**src/rtl/i2c_target_regs.sv**
```systemverilog
// I2C target exposing a byte-addressed register port through pointer-then-data transactions.
// SCL/SDA are oversampled on sys_clk, run-length filtered, and SDA is driven only for ACK and read zeros.
module i2c_target_regs #(
    parameter logic [6:0] ADDR     = 7'h42,
    parameter int         FILT_LEN = 3
) (
    input  logic       sys_clk,
    input  logic       sys_rst,
    input  logic       scl_i,
    input  logic       sda_i,
    output logic       sda_o,
    output logic [7:0] reg_addr,
    output logic [7:0] reg_wdata,
    output logic       reg_we,
    output logic       reg_re,
    input  logic [7:0] reg_rdata,
    output logic       busy
);
    localparam int CW = (FILT_LEN > 1) ? $clog2(FILT_LEN) : 1;
    localparam logic [CW-1:0] CNT_MAX = CW'(FILT_LEN - 1);

    typedef enum logic [3:0] {
        S_IDLE, S_ADDR, S_ADDR_ACK, S_PTR, S_PTR_ACK,
        S_WDATA, S_WDATA_ACK, S_RDATA, S_RACK, S_IGNORE
    } state_t;

    logic [1:0]    scl_s, sda_s;
    logic          scl_f, sda_f, scl_q, sda_q;
    logic [CW-1:0] scl_cnt, sda_cnt;

    // A filtered level flips only after FILT_LEN consecutive samples disagree with it.
    always_ff @(posedge sys_clk) begin
        if (sys_rst) begin
            scl_s   <= 2'b11;
            sda_s   <= 2'b11;
            scl_f   <= 1'b1;
            sda_f   <= 1'b1;
            scl_q   <= 1'b1;
            sda_q   <= 1'b1;
            scl_cnt <= '0;
            sda_cnt <= '0;
        end else begin
            scl_s <= {scl_s[0], scl_i};
            sda_s <= {sda_s[0], sda_i};
            scl_q <= scl_f;
            sda_q <= sda_f;
            if (scl_s[1] == scl_f) scl_cnt <= '0;
            else if (scl_cnt == CNT_MAX) begin
                scl_f   <= scl_s[1];
                scl_cnt <= '0;
            end else scl_cnt <= scl_cnt + 1'b1;
            if (sda_s[1] == sda_f) sda_cnt <= '0;
            else if (sda_cnt == CNT_MAX) begin
                sda_f   <= sda_s[1];
                sda_cnt <= '0;
            end else sda_cnt <= sda_cnt + 1'b1;
        end
    end

    logic scl_rise, scl_fall, start_c, stop_c;
    assign scl_rise = scl_f & ~scl_q;
    assign scl_fall = ~scl_f & scl_q;
    assign start_c  = scl_f & scl_q & sda_q & ~sda_f;
    assign stop_c   = scl_f & scl_q & ~sda_q & sda_f;

    state_t     state, state_n;
    logic [2:0] bitcnt, bitcnt_n;
    logic [6:0] sr, sr_n;
    logic [7:0] ptr, ptr_n, wdata_n, shift_in;
    logic       phase, phase_n, rw, rw_n, sda_n, we_n, re_n, busy_n, addr_hit;

    assign shift_in = {sr, sda_f};
    assign addr_hit = (shift_in[7:1] == ADDR) && (shift_in[7:1] != 7'd0);
    assign reg_addr = ptr;

    always_ff @(posedge sys_clk) begin
        if (sys_rst) begin
            state     <= S_IDLE;
            bitcnt    <= 3'd0;
            sr        <= 7'd0;
            ptr       <= 8'd0;
            phase     <= 1'b0;
            rw        <= 1'b0;
            sda_o     <= 1'b1;
            reg_we    <= 1'b0;
            reg_re    <= 1'b0;
            reg_wdata <= 8'd0;
            busy      <= 1'b0;
        end else begin
            state     <= state_n;
            bitcnt    <= bitcnt_n;
            sr        <= sr_n;
            ptr       <= ptr_n;
            phase     <= phase_n;
            rw        <= rw_n;
            sda_o     <= sda_n;
            reg_we    <= we_n;
            reg_re    <= re_n;
            reg_wdata <= wdata_n;
            busy      <= busy_n;
        end
    end

    always_comb begin
        state_n  = state;
        bitcnt_n = bitcnt;
        sr_n     = sr;
        ptr_n    = ptr;
        phase_n  = phase;
        rw_n     = rw;
        sda_n    = sda_o;
        we_n     = 1'b0;
        re_n     = 1'b0;
        wdata_n  = reg_wdata;
        busy_n   = busy;
        if (reg_we) ptr_n = ptr + 8'd1;
        // Prefetch completes one cycle after the read strobe; the MSB goes out immediately.
        if (reg_re) begin
            ptr_n = ptr + 8'd1;
            sr_n  = reg_rdata[6:0];
            sda_n = reg_rdata[7];
        end
        if (start_c) begin
            state_n  = S_ADDR;
            bitcnt_n = 3'd0;
            phase_n  = 1'b0;
            sda_n    = 1'b1;
            busy_n   = 1'b0;
        end else if (stop_c) begin
            state_n = S_IDLE;
            phase_n = 1'b0;
            sda_n   = 1'b1;
            busy_n  = 1'b0;
        end else begin
            case (state)
                S_ADDR: if (scl_rise) begin
                    sr_n     = shift_in[6:0];
                    bitcnt_n = bitcnt + 3'd1;
                    if (bitcnt == 3'd7) begin
                        if (addr_hit) begin
                            state_n = S_ADDR_ACK;
                            busy_n  = 1'b1;
                            rw_n    = sda_f;
                        end else state_n = S_IGNORE;
                    end
                end
                S_PTR: if (scl_rise) begin
                    sr_n     = shift_in[6:0];
                    bitcnt_n = bitcnt + 3'd1;
                    if (bitcnt == 3'd7) begin
                        ptr_n   = shift_in;
                        state_n = S_PTR_ACK;
                    end
                end
                S_WDATA: if (scl_rise) begin
                    sr_n     = shift_in[6:0];
                    bitcnt_n = bitcnt + 3'd1;
                    if (bitcnt == 3'd7) begin
                        we_n    = 1'b1;
                        wdata_n = shift_in;
                        state_n = S_WDATA_ACK;
                    end
                end
                // phase=0: first fall starts the ACK bit; phase=1: second fall ends it.
                S_ADDR_ACK, S_PTR_ACK, S_WDATA_ACK: if (scl_fall) begin
                    if (!phase) begin
                        sda_n   = 1'b0;
                        phase_n = 1'b1;
                    end else begin
                        phase_n  = 1'b0;
                        bitcnt_n = 3'd0;
                        if (state == S_ADDR_ACK && rw) begin
                            re_n    = 1'b1;
                            state_n = S_RDATA;
                        end else begin
                            sda_n   = 1'b1;
                            state_n = (state == S_ADDR_ACK) ? S_PTR : S_WDATA;
                        end
                    end
                end
                S_RDATA: if (scl_rise) begin
                    bitcnt_n = bitcnt + 3'd1;
                    if (bitcnt == 3'd7) begin
                        state_n = S_RACK;
                        phase_n = 1'b0;
                    end
                end else if (scl_fall) begin
                    sda_n = sr[6];
                    sr_n  = {sr[5:0], 1'b1};
                end
                S_RACK: if (scl_fall) begin
                    if (!phase) sda_n = 1'b1;
                    else begin
                        re_n     = 1'b1;
                        phase_n  = 1'b0;
                        bitcnt_n = 3'd0;
                        state_n  = S_RDATA;
                    end
                end else if (scl_rise) begin
                    if (sda_f) begin
                        state_n = S_IGNORE;
                        busy_n  = 1'b0;
                    end else phase_n = 1'b1;
                end
                default: ;
            endcase
        end
    end
endmodule

```
**config.mk**
```make
export PLATFORM = sky130hd
export DESIGN_NAME = i2c_target_regs
export DESIGN_NICKNAME = d
export VERILOG_FILES = /design/src/rtl/i2c_target_regs.sv
export SDC_FILE = /design/constraint.sdc
export NUM_CORES = 1
export LEC_CHECK = 0
export ABC_AREA = 1
export CORE_ASPECT_RATIO = 2
export CORE_MARGIN = 3
export CORE_UTILIZATION = 59
export DETAILED_ROUTE_END_ITERATION = 8
export PLACE_DENSITY_LB_ADDON = 0.15
export SLEW_MARGIN = 25
export SYNTH_ARGS = -nofsm -noshare
export SYNTH_HDL_FRONTEND = slang
export SYNTH_SLANG_ARGS = --single-unit
```
**constraint.sdc**
```tcl
create_clock -name sys_clk -period 2.7 [get_ports sys_clk]
set_input_delay 0.54 -clock sys_clk [delete_from_list [all_inputs] [get_ports sys_clk]]
set_output_delay 0.54 -clock sys_clk [all_outputs]
set_load 0.01 [all_outputs]
```
==> results of run 1 <==
-- final cells by class --
cell class,count,area [µm²],share of cell area (%)
Sequential cell,48,960.9,32.01
Clock buffer,5,68.82,2.293
Timing Repair Buffer,33,325.3,10.84
Multi-Input combinational cell,237,1335,44.48
Inverter,46,177.7,5.919
Clock inverter,3,68.82,2.293
Tap cell,52,65.06,2.168
-- registers in the layout (all words and copies together) (netlist names) --
| name | count |
|---|---|
| reg_addr | 8 |
| reg_wdata | 8 |
| sr | 7 |
| state | 4 |
| bitcnt | 3 |
| scl_cnt | 2 |
| scl_s | 2 |
| sda_cnt | 2 |
| sda_s | 2 |
| busy | 1 |
| phase | 1 |
| reg_re | 1 |
| reg_we | 1 |
| rw | 1 |
| scl_f | 1 |
| scl_q | 1 |
| sda_f | 1 |
| sda_o | 1 |
| sda_q | 1 |
-- cells in the mapped netlist, types with 3 or more instances --
cell type | number | share of area [%]
inv_2 | 9 | 1.3
nand2_4 | 4 | 1.8
a21oi_2 | 5 | 1.7
o21ai_1 | 6 | 1.2
a21oi_1 | 30 | 6.0
nand3_1 | 19 | 3.8
o211ai_1 | 9 | 2.7
nor2_4 | 4 | 1.8
nand4_1 | 7 | 1.7
nor2_1 | 29 | 4.3
nand2_2 | 7 | 1.7
or2_2 | 4 | 0.99
dfxtp_1 | 48 | 38
nor3_1 | 8 | 1.6
nand2_1 | 58 | 8.6
inv_1 | 36 | 5.4
xor2_1 | 4 | 1.4
o21ai_0 | 18 | 3.6
ha_1 | 8 | 4.0
clkbuf_1 | 3 | 0.45
-- worst max path at each step --
stage | start | end | slack, ns | depth (start not counted)
final | reg_addr[4] | reg_addr[4] | 0.84 | 1
after global routing | scl_f | state[3] | 0.63 | 9
after CTS | reg_addr[4] | reg_addr[4] | 0.83 | 1
after detailed placement | sys_rst | scl_cnt[1] | 0.75 | 4
after global placement | sys_rst | scl_cnt[0] | 0.81 | 4
after floorplan | scl_f | state[1] | 1.11 | 9
-- power by group --
part / switching [µW] / total [µW] / internal (µW)
logic: 536 / 804 / 268
clock network: 260 / 633 / 373
registers: 72.7 / 836 / 763
total: 869 / 2270 / 1400
-- worst reg2reg max path: stages (launching register included) --
cell	delay, ns
dfxtp_1	0.36
inv_1	0.10
ha_1	0.36
nand2_1	0.12
inv_1	0.16
nor2_1	0.07
nor2_1	0.15
nand3_2	0.17
nor3_1	0.19
nor2_1	0.06
-- stage by stage --
stage	instance area (µm²)	total power, µW	utilization, %	std cells	hold WS [ns]
final	3002	2273	73.43	424	0.4164
after detailed placement	2864	1647	70.06	416	0.4059
after CTS	3002	2269	73.43	424	0.4190
after global routing	3002	2387	73.43	424	0.4422
after floorplan	2517	1446	-	338	0.3895
after global placement	2864	1629	70.06	416	0.3932
-- metal layers --
| metal | wire (µm) | GRT usage, % | share of wire [%] |
|---|---|---|---|
| met1 | 2225 | 24.10 | 32 |
| met2 | 3891 | 54.32 | 57 |
| met3 | 230 | 4.427 | 3.4 |
| met4 | 512 | 21.26 | 7.5 |
| met5 | 0 | 0 | 0 |
-- cells by family (layout without fill, tap and decap cells) --
group,after synthesis,in the layout
mux,1,1
simple gates,147,147
compound gates,76,76
xor+xnor,5,5
fa+ha+maj,8,8
flops,48,48
buf+inv,53,87
==> out/results.ini, run 1 <==
[sta]
setup_viol=0
hold_viol=0
tns_ns=0
period_minus_slack_ns=1.863
fmax_mhz=536.7
layout_setup_ws_ns=0.8367
drv_slew=0
rsz0062_at_grt=no
slew-limit-headroom_pct=61.41
finClkSkew_ns=0.003432
fin_crit_sh_pct=69.01
max_slew.worst_pin.slew_ns=0.5782

[floorplan]
die-area_um2=5134
start_util_pct=61.59
core-area_um2=4088
core.rowCount=33
die_height_um=98.38
ios=32
dieWidth_um=52.19

[logic_synthesis]
syn_area_per_cell_um2=7.448
ys.warnings.count=0
synthSimpleGateAreaFrac_pct=29.13
synthXorXnorAreaFrac_pct=1.740
synth-edff-count=0
synth.distinct_cells=37
synth.area.mux_share_pct=0.3976
synth_top_family_by_area=simple AND/OR/NAND/NOR gates
synth_fa_ha_area_share_pct=3.976
synth_area_um2=2517
synth-compound-area-share_pct=17.79
syn_nets=358
synthCells=338
synthFlopType=dfxtp_1
async_flop_share_pct=0
ys_seq_area_share_pct=38.17
ys_seq_elements=48

[run_status]
status=complete, no violations

[routing]
drtPass1Iterations=4
route.detailed.drc=0
ant_nets=0
route.vias.total=2434
routed_wl_um=6859
via_per_inst=5.741
first_iter_violations=70
drt-wirelength-per-cell_um=16.18

[global_route]
grt_pass1_vias=2348
grt_pass1_wl_um=10760
grt_overflow=0
antenna_found_initial=0
track_usage_pct=28.52
grt_max_degree=22

[clocking]
numCtsBuffers=5
htreeDepth=2
path_clk_slew_ns=0.09
post_cts_buffers=0
clkLatencyLatePin_ns=0.31
cts_resized=0
clock_sinks=48
cts_tree=yes
postCtsHoldBufs=0
clk_path_buf_depth=2
cts_root_buf=clkbuf_8

[critical_path]
rr_worst_depth=9
path_buf_inv=1
path_class=reg2out
cp_slowest_cell=clkdlybuf4s50_1
worstReg2RegStart=scl_f
crit_fanout=5
cp-end-kind=primary output
max_stage_delay_ns=0.57
crit_required_ns=2.16
worstSetupStartpointType=register
crit_chain=clkdlybuf4s50_1
rrSetupSlack_ns=0.86
arrival_ns=1.32
r2r-end=state[1]
crit_family=buffers and inverters

[pwr]
powerDensity_nw_per_um2=757.3
p_leak_uw=0.001286
vdd_ir_drop_max_mv=0.9452

[place]
port_buffers=31
dp_hpwl_um=5422
post-place-ws_ns=0.7532
gp_congestion=1.000

[final_layout]
syn2layout_area_growth_pct=19.23
fillers=344
antenna_cells=0
layout_common_cells=nand2_1, dfxtp_1, inv_1, clkdlybuf4s50_1, a21oi_1
nNetsFinal=391
drive_gt1_share_pct=13.44
final_common_cell=nand2_1

[worst_hold_path]
hold_depth=1
min_to=scl_cnt[0]
min_path_type=reg2reg
hold_start=scl_cnt[0]

[flow_run]
cap_violations=0

Power figures use the tool's default switching activity.
==> run 2: changes to the inputs <==
--- a/config.mk
+++ b/config.mk
@@ -8,7 +8,7 @@
 export ABC_AREA = 1
 export CORE_ASPECT_RATIO = 2
 export CORE_MARGIN = 3
-export CORE_UTILIZATION = 59
+export CORE_UTILIZATION = 50
 export DETAILED_ROUTE_END_ITERATION = 8
 export PLACE_DENSITY_LB_ADDON = 0.15
 export SLEW_MARGIN = 25
==> constraint.sdc (replaced) <==
create_clock -name sys_clk -period 1.51 [get_ports sys_clk]
set_input_delay 0.302 -clock sys_clk [delete_from_list [all_inputs] [get_ports sys_clk]]
set_output_delay 0.302 -clock sys_clk [all_outputs]
set_load 0.01 [all_outputs]
==> out/results.ini, run 2 (synthesized netlist as in run 1, its figures left out) <==
[floorplan]
die-area_um2=5974  ; +16%
core.rowCount=35  ; +6.1%
ios=32  ; unchanged
die_height_um=106.3  ; +8.1%
dieWidth_um=56.18  ; +7.6%
start_util_pct=53.23  ; -8.4 points
core-area_um2=4730  ; +16%

[sta]
rsz0062_at_grt=yes
setup_viol=9  ; +9
fin_crit_sh_pct=108.4
max_slew.worst_pin.slew_ns=0.3909  ; -0.1874 ns
fmax_mhz=610.9
finClkSkew_ns=0.008004  ; +0.004572 ns
hold_viol=0  ; unchanged
layout_setup_ws_ns=-0.1269  ; -0.9637 ns
slew-limit-headroom_pct=73.91  ; +13 points
period_minus_slack_ns=1.637
drv_slew=0  ; unchanged

[routing]
via_per_inst=5.675  ; -1.1%
drt-wirelength-per-cell_um=17.93  ; +11%
ant_nets=0  ; unchanged
drtPass1Iterations=4  ; unchanged
routed_wl_um=8981  ; +31%
first_iter_violations=116  ; +66%
route.detailed.drc=0  ; unchanged
route.vias.total=2843  ; +17%

[critical_path]
crit_fanout=3  ; -2
path_class=reg2reg
crit_chain=buf_6, ha_4, nand2_4, buf_6, buf_4, nand2_2, nand4_1, o21ai_1, a21oi_1
cp_common_cell=buf_6
cp-end-kind=register
cp_slowest_cell=dfxtp_4
crit_required_ns=1.69  ; -0.47 ns
worstSetupStartpointType=register
max_stage_delay_ns=0.40  ; -0.17 ns
arrival_ns=1.82  ; +0.50 ns

[clocking]
cts_root_buf=clkbuf_8
postCtsHoldBufs=0  ; unchanged
numCtsBuffers=5  ; unchanged
path_clk_slew_ns=0.09  ; about the same
htreeDepth=2  ; unchanged
clock_sinks=48  ; unchanged
clkLatencyLatePin_ns=0.30  ; about the same
clk_path_buf_depth=2  ; unchanged
cts_tree=yes

[place]
post-place-ws_ns=-0.2072  ; -0.9604 ns
placed_cell_area_um2=3354  ; +17%
dp_hpwl_um=6063  ; +12%
gp_congestion=0.9845  ; -1.6%
port_buffers=31  ; unchanged

[final_layout]
drive_gt1_share_pct=44.39  ; +31 points
regArea_um2=989.7  ; +3.0%
layout_common_cells=buf_4, nand2_1, dfxtp_1, inv_1, a21oi_1
fillers=297  ; -14%
multi_input_area_um2=1685  ; +26%
final_core_util_pct=85.16  ; +12 points
nNetsFinal=465  ; +19%
final_common_cell=buf_4
antenna_cells=0  ; unchanged
syn2layout_area_growth_pct=59.99
design_area_um2=4028  ; +34%

[pwr]
powerDensity_nw_per_um2=1258  ; +66%
p_leak_uw=0.001920  ; +49%
power.total_uw=5067  ; +120%
vdd_ir_drop_max_mv=1.357  ; +44%

[global_route]
grt_overflow=0  ; unchanged
grt_pass1_vias=2851  ; +21%
track_usage_pct=27.34  ; -1.2 points
grt_pass1_wl_um=12790  ; +19%
grt_max_degree=17  ; -23%
antenna_found_initial=0  ; unchanged

[flow_run]
cap_violations=0  ; unchanged

[run_status]
status=finished, violations left
failed_checks=negative setup slack

[worst_hold_path]
min_path_type=reg2reg

==> run 2: changes by cell type in the layout (fill, tap and decap cells not counted), moves of 10 or more <==
| cell | before | now |
|---|---|---|
| o21ai_1 | 6 | 16 |
| buf_4 | 2 | 61 |
| clkdlybuf4s50_1 | 31 | 12 |
| nand2_1 | 58 | 40 |
| nor2_1 | 29 | 18 |
| o21ai_0 | 18 | 7 |
| nand2_2 | 7 | 20 |
| dlygate4sd2_1 | 0 | 10 |
| buf_6 | 0 | 12 |
==> run 2: worst paths after layout <==
kind	from	to	slack, ns	cells past startpoint
max	scl_f	phase	-0.13	9
min reg2reg	scl_s[0]	scl_s[1]	0.42	1
min	scl_s[0]	scl_s[1]	0.42	1
max reg2reg	scl_f	phase	-0.13	9
==> run 2: worst max-delay path: cells and delay by family (launching register included) <==
| kind | cells | cell delay (ns) |
|---|---|---|
| flops | 1 | 0.40 |
| buf+inv | 3 | 0.38 |
| compound gates | 2 | 0.31 |
| simple gates | 3 | 0.25 |
| fa+ha+maj | 1 | 0.17 |
==> run 2: layout make-up <==
type,count,area share [%]
Clock buffer,5,1.709
Timing Repair Buffer,107,24.17
Sequential cell,48,24.57
Inverter,46,4.846
Multi-Input combinational cell,237,41.85
Tap cell,55,1.709
Clock inverter,3,1.149
==> run 2: repair_timing <==
| item | CTS | global route |
|---|---|---|
| endpoints found under the setup margin | 42 | 45 |
| pin swaps | 15 | 21 |
| endpoints found under the hold margin | 0 | 0 |
| buffers inserted | 8 | 7 |
| gates cloned | 1 | 0 |
| resized for setup | 58 | 92 |
==> run 2: where the power goes <==
group	switching (µW)	leakage [µW]	internal, µW	total [µW]
sequential	138	0.000393	1390	1530
combinational	1470	0.00147	1110	2590
clock	450	0.0000548	499	949
total	2060	0.00192	3010	5070
==> run 2: routing by layer <==
layer | up-vias | global-route usage [%] | wire length [µm]
met2 | 121 | 54.27 | 5262
met1 | 1331 | 23.81 | 2748
met3 | 54 | 2.673 | 314
li1 | 1337 | - | -
met5 | - | 0 | 0
met4 | 0 | 20.03 | 656
==> run 2: stage by stage <==
stage | hold WS, ns | cells | setup TNS, ns
6_report | 0.4213 | 501 | -0.3415
5_1_grt | 0.4490 | 501 | -1.906
4_1_cts | 0.4116 | 495 | -0.05268
3_5_place_dp | 0.3980 | 478 | -2.208
3_3_place_gp | 0.3935 | 478 | -1.928
2_1_floorplan | 0.3895 | 338 | 0
==> run 3: changes to the inputs <==
--- a/config.mk
+++ b/config.mk
@@ -8,7 +8,7 @@
 export ABC_AREA = 1
 export CORE_ASPECT_RATIO = 2
 export CORE_MARGIN = 3
-export CORE_UTILIZATION = 50
+export CORE_UTILIZATION = 59
 export DETAILED_ROUTE_END_ITERATION = 8
 export PLACE_DENSITY_LB_ADDON = 0.15
 export SLEW_MARGIN = 25
==> constraint.sdc (replaced) <==
create_clock -name sys_clk -period 1.99 [get_ports sys_clk]
set_input_delay 0.398 -clock sys_clk [delete_from_list [all_inputs] [get_ports sys_clk]]
set_output_delay 0.398 -clock sys_clk [all_outputs]
set_load 0.01 [all_outputs]
==> out/results.ini, run 3 (synthesized netlist as in run 1, its figures left out) <==
[critical_path]
path_class=reg2reg
cp_common_cell=nand2_1
cp_slowest_cell=dfxtp_1
crit_fanout=7  ; +4
cp-end-kind=register
arrival_ns=2.05  ; +0.23 ns
crit_chain=inv_1, ha_2, clkinvlp_4, nand3_1, nand2_1, inv_1, nand2_1, nor2_2, nand3_2, nand3_1, nand2_1, nor2_1
max_stage_delay_ns=0.34  ; -0.06 ns
crit_required_ns=2.23  ; +0.54 ns
worstSetupStartpointType=register

[final_layout]
syn2layout_area_growth_pct=22.22
nNetsFinal=397  ; -15%
design_area_um2=3077  ; -24%
fin_cells=430  ; -14%
layout_common_cells=nand2_1, dfxtp_1, inv_1, clkdlybuf4s50_1, a21oi_1
drive_gt1_share_pct=16.67  ; -28 points
antenna_cells=0  ; unchanged
final_common_cell=nand2_1

[routing]
drt-wirelength-per-cell_um=16.00  ; -11%
dr.max_layer_used=met4
route.vias.total=2439  ; -14%
via_per_inst=5.672  ; about the same
ant_nets=0  ; unchanged
route.detailed.drc=0  ; unchanged
wl_met3_um=223  ; -29%
routed_wl_um=6881  ; -23%
drtPass1Iterations=4  ; unchanged
m1WireLength_um=2223  ; -19%
wl_met2_um=4048  ; -23%
first_iter_violations=99  ; -15%

[clocking]
cts_root_buf=clkbuf_8
numCtsBuffers=5  ; unchanged
htreeDepth=2  ; unchanged
clkLatencyLatePin_ns=0.30  ; about the same
path_clk_slew_ns=0.09  ; about the same
cts_tree=yes
clk_path_buf_depth=2  ; unchanged
postCtsHoldBufs=0  ; unchanged
clock_sinks=48  ; unchanged

[floorplan]
core.rowCount=33  ; -5.7%
die_height_um=98.38  ; -7.5%
dieWidth_um=52.19  ; -7.1%
start_util_pct=61.59  ; +8.4 points
die-area_um2=5134  ; -14%
ios=32  ; unchanged
core-area_um2=4088  ; -14%

[pwr]
p_sw_uw=1186  ; -42%
powerDensity_nw_per_um2=1005  ; -20%
p_leak_uw=0.001313  ; -32%
p_seq_share_pct=36.5  ; +6.3 points
switching_share_pct=38.33  ; -2.3 points
p_int_uw=1908  ; -37%
pwr-share-clk_pct=27.5  ; +8.8 points
p_comb_share_pct=36.0  ; -15 points
vdd_ir_drop_max_mv=1.315  ; -3.1%

[place]
place_inst=418  ; -13%
placed_cell_area_um2=2879  ; -14%
port_buffers=31  ; unchanged
gp_congestion=0.9651  ; -2.0%
dp_hpwl_um=5454  ; -10%

[flow_run]
cap_violations=0  ; unchanged

[run_status]
status=complete, no violations

[sta]
hold_viol=0  ; unchanged
tns_ns=0  ; +0.3415 ns
drv_slew=0  ; unchanged
slew-limit-headroom_pct=62.44  ; -11 points
setup_viol=0  ; -9
finClkSkew_ns=0.007120  ; -0.0008833 ns
max_slew.worst_pin.slew_ns=0.5627  ; +0.1719 ns
fmax_mhz=549.9  ; -10%
fin_crit_sh_pct=91.38  ; -17 points
rsz0062_at_grt=no
period_minus_slack_ns=1.818  ; +0.1816 ns

[global_route]
grt_pass1_vias=2287  ; -20%
grt_overflow=0  ; unchanged
antenna_found_initial=0  ; unchanged
grt_pass1_wl_um=10750  ; -16%
track_usage_pct=28.23  ; +0.89 points
grt_max_degree=22  ; +5

[worst_hold_path]
min_path_type=reg2reg

## run 3: worst max-delay path, delay by kind of cell (launching register included)
kind | cells | cell delay, ns
simple gates | 8 | 0.87
flops | 1 | 0.34
buf+inv | 3 | 0.29
fa+ha+maj | 1 | 0.26
## run 3: power by group through the flow
| stage | clock, µW | sequential [µW] | combinational, µW |
|---|---|---|---|
| after detailed placement | 0 | 1150 | 1100 |
| after global placement | 0 | 1150 | 1090 |
| final | 851 | 1130 | 1110 |
| after global routing | 887 | 1140 | 1240 |
| after CTS | 852 | 1130 | 1100 |
| after floorplan | 0 | 1130 | 831 |
## run 3: per-layer routing
metal / vias up / GRT usage, %
met5: - / 0
met4: 0 / 16.34
met3: 26 / 3.817
met2: 76 / 55.00
met1: 1136 / 25.31
li1: 1201 / -
## run 3: repair_timing
item	CTS	global route
resized for setup	0	7
setup buffers	0	4
endpoints found under the setup margin	0	10
## run 3: final cells by class
type / count / area (µm²)
inverter: 46 / 181.4
fill: 326 / 1011
clock buffer: 5 / 68.82
multi-input combinational: 237 / 1348
tap: 52 / 65.06
timing repair buffer: 39 / 382.9
sequential: 48 / 962.2
clock inverter: 3 / 68.82
## run 3: worst paths after layout
check             startpoint    endpoint  slack [ns]  cells after the start
hold reg to reg   sda_cnt[0]  sda_cnt[0]        0.42                      1
hold / removal    sda_cnt[0]  sda_cnt[0]        0.42                      1
setup reg to reg       scl_q    state[0]        0.17                     12
setup / recovery       scl_q    state[0]        0.17                     12
## run 3: through the flow
| step | util [%] | power (µW) | hold slack [ns] | worst slack (ns) |
|---|---|---|---|---|
| 3_3_place_gp | 70.43 | 2232 | 0.3925 | 0.1013 |
| 3_5_place_dp | 70.43 | 2247 | 0.4105 | 0.1027 |
| 2_1_floorplan | - | 1962 | 0.3895 | 0.4049 |
| 6_report | 75.27 | 3094 | 0.4220 | 0.1715 |
| 5_1_grt | 75.27 | 3266 | 0.4385 | 0.02018 |
| 4_1_cts | 73.80 | 3079 | 0.4244 | 0.06861 |
